### src/rtl/hv_flt_pkg.sv
// Shared types and defaults for the HV fault conditioning block.
package hv_flt_pkg;

  typedef enum logic [1:0] {IDLE, HOLD, ACT} intb_st_e;

  localparam int unsigned CH_NUM_DEF      = 6;
  localparam int unsigned CNT_W_DEF       = 8;
  localparam int unsigned SYNC_STAGES_DEF = 2;
  localparam int unsigned INTB_MIN_DEF    = 16;

  function automatic int unsigned id_width(input int unsigned ch);
    return (ch > 1) ? $clog2(ch) : 1;
  endfunction

endpackage

### src/rtl/hv_flt_chan.sv
// One fault channel: synchroniser, deglitch counter, detect and status latch.
module hv_flt_chan
  import hv_flt_pkg::*;
#(
  parameter int unsigned CNT_W       = CNT_W_DEF,
  parameter int unsigned SYNC_STAGES = SYNC_STAGES_DEF
) (
  input  logic             clk,
  input  logic             rst,
  input  logic             flt,
  input  logic             mask,
  input  logic             latch,
  input  logic             clr,
  input  logic [CNT_W-1:0] thr,
  output logic             sts,
  output logic             sts_nxt
);

  logic             s;
  logic [CNT_W-1:0] cnt;
  logic             det;

  if (SYNC_STAGES == 0) begin : g_nosync
    assign s = flt;
  end else begin : g_sync
    logic [SYNC_STAGES-1:0] sync_q;

    always_ff @(posedge clk or posedge rst) begin
      if (rst) begin
        sync_q <= '0;
      end else begin
        sync_q[0] <= flt;
        for (int unsigned i = 1; i < SYNC_STAGES; i++) begin
          sync_q[i] <= sync_q[i-1];
        end
      end
    end

    assign s = sync_q[SYNC_STAGES-1];
  end

  always_ff @(posedge clk or posedge rst) begin
    if (rst) begin
      cnt <= '0;
    end else if (mask || !s) begin
      cnt <= '0;
    end else if (cnt < thr) begin
      cnt <= cnt + 1'b1;
    end
  end

  assign det = s & ~mask & (cnt == thr);

  // Latched mode: detect dominates a coincident clear.
  always_comb begin
    sts_nxt = sts;
    if (mask) begin
      sts_nxt = 1'b0;
    end else if (!latch) begin
      sts_nxt = det;
    end else if (det) begin
      sts_nxt = 1'b1;
    end else if (clr) begin
      sts_nxt = 1'b0;
    end
  end

  always_ff @(posedge clk or posedge rst) begin
    if (rst) begin
      sts <= 1'b0;
    end else begin
      sts <= sts_nxt;
    end
  end

endmodule

### src/rtl/hv_flt_filter.sv
// HV fault conditioning: per-channel filtering plus interrupt, first-fault ID
// and PWM-disable aggregation.
module hv_flt_filter
  import hv_flt_pkg::*;
#(
  parameter int unsigned CH_NUM      = CH_NUM_DEF,
  parameter int unsigned CNT_W       = CNT_W_DEF,
  parameter int unsigned SYNC_STAGES = SYNC_STAGES_DEF,
  parameter int unsigned INTB_MIN    = INTB_MIN_DEF,
  localparam int unsigned ID_W       = id_width(CH_NUM)
) (
  input  logic                    i_clk,
  input  logic                    i_rst,
  input  logic [CH_NUM-1:0]       i_flt,
  input  logic [CH_NUM-1:0]       i_flt_mask,
  input  logic [CH_NUM-1:0]       i_flt_latch,
  input  logic [CH_NUM-1:0]       i_flt_clr,
  input  logic [CH_NUM*CNT_W-1:0] i_flt_thr,
  input  logic [CH_NUM-1:0]       i_pwm_dis_en,
  output logic [CH_NUM-1:0]       o_flt_sts,
  output logic                    o_flt_any,
  output logic                    o_intb,
  output logic                    o_first_flt_vld,
  output logic [ID_W-1:0]         o_first_flt_id,
  output logic                    o_pwm_dis
);

  localparam int unsigned TMR_W = $clog2(INTB_MIN + 1);
  localparam logic [TMR_W-1:0] TMR_LOAD = TMR_W'(INTB_MIN - 1);

  logic [CH_NUM-1:0] sts_nxt;
  logic [CH_NUM-1:0] rise;
  logic              any_nxt;
  logic [ID_W-1:0]   rise_id;
  logic              found;
  intb_st_e          state, state_nxt;
  logic [TMR_W-1:0]  timer, timer_nxt;

  for (genvar g = 0; g < CH_NUM; g++) begin : g_chan
    hv_flt_chan #(
      .CNT_W       (CNT_W),
      .SYNC_STAGES (SYNC_STAGES)
    ) u_chan (
      .clk     (i_clk),
      .rst     (i_rst),
      .flt     (i_flt[g]),
      .mask    (i_flt_mask[g]),
      .latch   (i_flt_latch[g]),
      .clr     (i_flt_clr[g]),
      .thr     (i_flt_thr[g*CNT_W +: CNT_W]),
      .sts     (o_flt_sts[g]),
      .sts_nxt (sts_nxt[g])
    );
  end

  assign o_flt_any = |o_flt_sts;
  assign any_nxt   = |sts_nxt;
  assign rise      = sts_nxt & ~o_flt_sts;

  always_comb begin
    rise_id = '0;
    found   = 1'b0;
    for (int unsigned i = 0; i < CH_NUM; i++) begin
      if (rise[i] && !found) begin
        rise_id = ID_W'(i);
        found   = 1'b1;
      end
    end
  end

  always_ff @(posedge i_clk or posedge i_rst) begin
    if (i_rst) begin
      o_first_flt_vld <= 1'b0;
      o_first_flt_id  <= '0;
    end else if (o_first_flt_vld && !o_flt_any) begin
      o_first_flt_vld <= 1'b0;
      o_first_flt_id  <= '0;
    end else if (!o_first_flt_vld && found) begin
      o_first_flt_vld <= 1'b1;
      o_first_flt_id  <= rise_id;
    end
  end

  // FSM looks at next-cycle status so o_intb moves on the same edge as o_flt_sts;
  // HOLD expiry with no fault left skips ACT, giving exactly INTB_MIN low cycles.
  always_comb begin
    state_nxt = state;
    timer_nxt = timer;
    case (state)
      IDLE: begin
        if (any_nxt) begin
          state_nxt = HOLD;
          timer_nxt = TMR_LOAD;
        end
      end
      HOLD: begin
        if (timer == '0) begin
          state_nxt = any_nxt ? ACT : IDLE;
        end else begin
          timer_nxt = timer - 1'b1;
        end
      end
      ACT: begin
        if (!any_nxt) begin
          state_nxt = IDLE;
        end
      end
      default: state_nxt = IDLE;
    endcase
  end

  always_ff @(posedge i_clk or posedge i_rst) begin
    if (i_rst) begin
      state     <= IDLE;
      timer     <= '0;
      o_intb    <= 1'b1;
      o_pwm_dis <= 1'b0;
    end else begin
      state     <= state_nxt;
      timer     <= timer_nxt;
      o_intb    <= (state_nxt == IDLE);
      o_pwm_dis <= |(sts_nxt & i_pwm_dis_en);
    end
  end

endmodule

### config.mk
export PLATFORM = sky130hd
export DESIGN_NAME = hv_flt_filter
export DESIGN_NICKNAME = d
export VERILOG_FILES = /design/src/rtl/hv_flt_pkg.sv /design/src/rtl/hv_flt_chan.sv /design/src/rtl/hv_flt_filter.sv
export SDC_FILE = /design/constraint.sdc
export NUM_CORES = 1
export LEC_CHECK = 0
export ABC_AREA = 1
export CAP_MARGIN = 25
export CORE_MARGIN = 2
export CORE_UTILIZATION = 50
export CTS_BUF_LIST = sky130_fd_sc_hd__clkbuf_8 sky130_fd_sc_hd__clkbuf_16
export DETAILED_ROUTE_END_ITERATION = 7
export PLACE_DENSITY = 0.84
export SKIP_CTS_REPAIR_TIMING = 1
export SYNTH_ARGS = -nofsm -noshare
export SYNTH_HDL_FRONTEND = slang
export SYNTH_SLANG_ARGS = --single-unit
### constraint.sdc
create_clock -name i_clk -period 5.28 [get_ports i_clk]
set_input_delay 1.056 -clock i_clk [delete_from_list [all_inputs] [get_ports i_clk]]
set_output_delay 1.056 -clock i_clk [all_outputs]
set_load 0.02 [all_outputs]
* Word-level counts from Yosys, hierarchy flattened
Index checks and enable logic that the tools add are counted.
** Operators by class
- Bitwise operators :: 21
- Equal/unequal tests :: 10
- $add $sub $neg :: 7
- Reductions and logical operators :: 41
- Mux-type cells :: 59
- Magnitude comparators :: 6
** Operators by type and width (count)
- 2-to-1 mux 8 bit :: 12
- adder 8 x 1 -> 8 bit, second input constant :: 6
- == test 8 bit :: 6
- less-than comparator 8 bit :: 6
- 2-to-1 mux 1 bit :: 33
- 2-to-1 mux 3 bit :: 6
- OR reduction 6 bit :: 3
- nonzero test 2 bit :: 8
- zero test 1 bit :: 13
- AND 1 bit :: 12
- AND 6 bit :: 2
- 2-to-1 mux 5 bit :: 2
- case mux 5 bit (2 select lines) :: 1
- 2-to-1 mux 2 bit :: 4
- logical AND 1 bit :: 7
- logical OR 1 bit :: 6
- inverter 1 bit :: 6
- inverter 6 bit :: 1
- case mux 2 bit (3 select lines) :: 1
- zero test 5 bit :: 1
- subtractor 5 x 1 -> 5 bit, second input constant :: 1
- zero test 2 bit :: 2
- != test 2 bit, second input constant :: 2
- AND reduction 3 bit :: 1
- other kinds (2) :: 2
** Word-level totals
- Bits of input ports :: 80
- Flip-flop bits (word level) :: 79
- Word-level logic and storage cells :: 168

* Depth between registers and ports, before layout
- Depth after elaboration :: 26
- Gate-level depth with buffers :: 14

* Modules after synthesis
Synthesis repeated with hierarchy kept, for this count alone.
** Second synthesis, totals
- Cells, all modules :: 777
- Area, all modules :: 5844.4 sq um
** By module, submodules not included
- hv_flt_chan :: seq. area each 275.3 sq um, cells each 111, area an instance 839.6 sq um, times used 6
- hv_flt_filter :: seq. area each 326.6 sq um, cells each 111, area an instance 807.0 sq um, times used 1

* Worst setup path after synthesis
Ideal clock, no wire load.
- Kind :: input-to-reg
- From :: in i_flt_thr[5]
- To :: reg g_chan[0].u_chan.cnt[5]
- Library setup time :: 0.119 ns
- Path slack :: 2.937 ns
- Arrival :: 2.225 ns
- Path buffers :: 0
- Cell stages on the path :: 9
- Cell sequence :: inv_1 -> ha_1 -> a21oi_1 -> nor2_1 -> a211oi_2 -> nand2_1 -> nor2_1 -> xnor2_1 -> nor2_1
** Between the ends
- Word-level cells in the longest chain between the ends :: 2
** Ends and longest elaborated chain
- start: declaration :: line hv_flt_filter.sv:18 : input logic [CH_NUM*CNT_W-1:0] i_flt_thr,
- less-than comparator 8 bit :: line hv_flt_chan.sv:47 : end else if (cnt < thr) begin
- nonzero test 2 bit (no source line)
- end signal: assignment :: line hv_flt_chan.sv:48 : cnt <= cnt + 1'b1;
- end: declaration :: line hv_flt_chan.sv:20 : logic [CNT_W-1:0] cnt;
Every way passes these cells.
A chain may end at the register's enable or synchronous reset.

* Final worst setup path
- From :: reg g_chan[2].u_chan.sts
- To :: out o_flt_any
** Between the ends
- Word-level cells in the longest chain between the ends :: 1
** Ends and longest elaborated chain
- start: declaration :: line hv_flt_chan.sv:15 : output logic sts,
- start signal: assignment :: line hv_flt_chan.sv:72 : sts <= sts_nxt;
- OR reduction 6 bit :: line hv_flt_filter.sv:56 : assign o_flt_any = |o_flt_sts;
- end: declaration :: line hv_flt_filter.sv:21 : output logic o_flt_any,
Every way passes these cells.

==> metrics.md <==
| Metric | Value |
|---|---|
| Run status | `complete, no violations` |
| Worst vdd ir | `0.0001576 V` |
| Largest net degree at the start of global routing | `45` |
| Slew margin rel. | `45.05%` |
| TritonRoute pass-1 iters | `4` |
| Synth unique cells | `37` |
| Worst Skew | `11.80 ps` |
| GRT Overall Usage | `22.51%` |
| Final Core Density | `64.55%` |
| Layout area overhead | `24.18%` |
| Slew Viols, Final | `0` |
| Leak pwr | `3.190 nW` |
| RD Place Congestion | `0.8785` |
| Max_cap viols | `0` |
| TritonCTS buffer count | `9` |
| Core area | `9864 um2` |
| RSZ-0062 raised after global routing | `no` |
| Post-route ant nets | `0` |
| Post-Route WL | `11.74 mm` |
| Post-Syn Nets | `785` |
| Worst Setup End Kind | `primary output` |
| Depth of the CTS H-tree | `3` |
| WP data required | `4220 ps` |
| Synthesized area per cell | `7.888 um2` |
| Critical path cell sequence | `nor4_1 > nand3_1 > clkdlybuf4s50_1` |
| Fmax | `342.6 MHz` |
| Drt wl/cell | `13.30 um` |
| ANT cells | `0` |
| Setup TNS Final | `0 ps` |
| Clock root cell | `clkbuf_8` |
| DRC | `0` |
| Synth Register Bits | `79` |
| Synth area leaders | `dfrtp_1, ha_1, nand2_1` |
| Post-DP HPWL | `9.404 mm` |
| Crit Path Class | `register to primary output` |
| Seq/Total Area, Yosys | `38.58%` |
| Vias/cell | `5.263` |
| Hold Path Class | `register to register` |
| Fill cells | `858` |
| Grt ovf | `0` |
| Hold Violations, Final | `0` |
| Leading area contributor after synthesis | `dfrtp_1` |
| Vias | `4642` |
| Synth top area share | `38.07%` |
| CP max FO | `4` |
| Final Cycle Share | `55.28%` |
| Top Ports | `93` |
| Crit path time final | `2919 ps` |
| Die Span Y | `105.3 um` |
| Worst EP arrival | `1860 ps` |
| PortBufs | `92` |
| Clock tree sinks | `79` |
| Main synth FF type | `dfrtp_1` |
| Clock Path Buffers | `2` |
| Critical-path top delay cell | `clkdlybuf4s50_1` |
| CP Launch Type | `register` |
| Crit path largest cell delay | `590 ps` |
| Initial antenna violation count | `0` |
| Vias in the first global route | `4681` |
| Cell row count | `36` |
| Worst R2R Setup Slack | `3100 ps` |
| Die area | `11080 um2` |
| Worst-path clk slew | `70 ps` |
| Layout cells sized above 1 | `6.142%` |
| Worst skew pair latency | `340 ps` |
| Mapped Cells | `650` |
| Initial Util | `51.98%` |
| First-pass GRT wire length | `20.60 mm` |
| Post-Syn Area | `5127 um2` |
| Final setup violation count | `0` |
| Async SR Flop Fraction | `100.0%` |
| Pwr/cell area | `203.0 nW/um2` |
| CTS tree | `yes` |
| Initial drt markers | `246` |
| Die width | `105.3 um` |
| Post-synth EDFFs | `0` |
| Ys Warns | `0` |
| Final net count | `879` |
| Slew of the pin with the lowest slew margin | `820.6 ps` |
[placed cells by master (no fill, tap or decap), drive strengths merged, types with 28 or more instances in the layout]
cell           count
nand2            123
inv              123
clkdlybuf4s50     92
dfrtp             78
nor2              59
ha                55
nand3             53
o21ai             35
a21oi             31
nand4             28
[power by group]
group          total [mW]  leakage [nW]  internal (mW)  switching (mW)
registers           0.636          1.06          0.623          0.0129
logic               0.188          2.01         0.0944          0.0940
clock network       0.468         0.117          0.260           0.209
[Yosys cell counts, types with 12 or more instances]
cell,n
nand4_1,28
o21ai_0,14
nand3_1,51
a21oi_1,29
nor2_1,57
ha_1,55
xor2_1,12
inv_2,12
dfrtp_1,78
nand2_1,114
inv_1,109
o21ai_1,21
[metrics by stage]
| stage | hold WS [ps] | total power, mW | setup slack, ps | std cells | cell area (um2) |
|---|---|---|---|---|---|
| 5_1_grt | 360.3 | 1.359 | 2162 | 882 | 6367 |
| 3_5_place_dp | 334.7 | 0.8383 | 2045 | 866 | 6162 |
| 6_report | 350.5 | 1.293 | 2361 | 882 | 6367 |
| 3_3_place_gp | 331.7 | 0.8267 | 2227 | 866 | 6162 |
| 4_1_cts | 351.1 | 1.307 | 2331 | 882 | 6367 |
| 2_1_floorplan | 331.2 | 0.7393 | 2202 | 650 | 5127 |
[area by class of cell]
type	count	area (um2)	share of cell area [%]
sequential	79	1978	31.07
tap	133	166.4	2.613
inverter	123	462.9	7.271
multi-input combinational	438	2626	41.25
clock inverter	7	81.33	1.277
clock buffer	9	123.9	1.945
timing repair buffer	93	928.4	14.58
[per-layer routing]
layer,share of wire (%),wire length [um],vias up,GRT usage (%)
met3,6.4,747,18,4.020
met2,48,5675,154,38.80
met1,43,5100,2154,28.95
li1,-,-,2316,-
met5,0,0,-,0
met4,1.8,213,0,6.381
[cells by family after synthesis]
group	count (synthesis)	synth area share (%)
DFF	79	38.58
adders and majority gates	55	13.42
AOI/OAI and AO/OA	84	9.517
buffers and inverters	133	10.20
and+or+nand+nor	280	25.04
xor gates and xnor gates	19	3.245
[path summary, 6_finish.rpt]
| kind | from | to | cells past startpoint |
|---|---|---|---|
| max | g_chan[2].u_chan.sts$_DFF_PP0_ | o_flt_any | 3 |
| min | g_chan[4].u_chan.g_sync.sync_q[0]$_DFF_PP0_ | g_chan[4].u_chan.g_sync.sync_q[1]$_DFF_PP0_ | 0 |
| max reg2reg | g_chan[1].u_chan.cnt[5]$_DFFE_PP0P_ | g_chan[1].u_chan.cnt[0]$_DFFE_PP0P_ | 6 |
| min reg2reg | g_chan[4].u_chan.g_sync.sync_q[0]$_DFF_PP0_ | g_chan[4].u_chan.g_sync.sync_q[1]$_DFF_PP0_ | 0 |
| max in group asynchronous | i_rst | o_intb$_DFF_PP1_ | 3 |
| min in group asynchronous | i_rst | g_chan[1].u_chan.cnt[0]$_DFFE_PP0P_ | 2 |
[flip-flops by register name, indices dropped and copies added, names as in the netlist]
register,count
o_first_flt_id,3
g_chan.u_chan.sts,6
o_first_flt_vld,1
o_intb,1
o_pwm_dis,1
state,2
g_chan.u_chan.cnt,48
g_chan.u_chan.g_sync.sync_q,12
timer,5
[critical path: cells and delay by family, from the launching register on]
kind                   cells  cell delay (ps)
AND/OR/NAND/NOR            2              510
buffers and inverters      1              590
flip-flops                 1              440
Note: power is estimated with default switching activity, not from simulation.
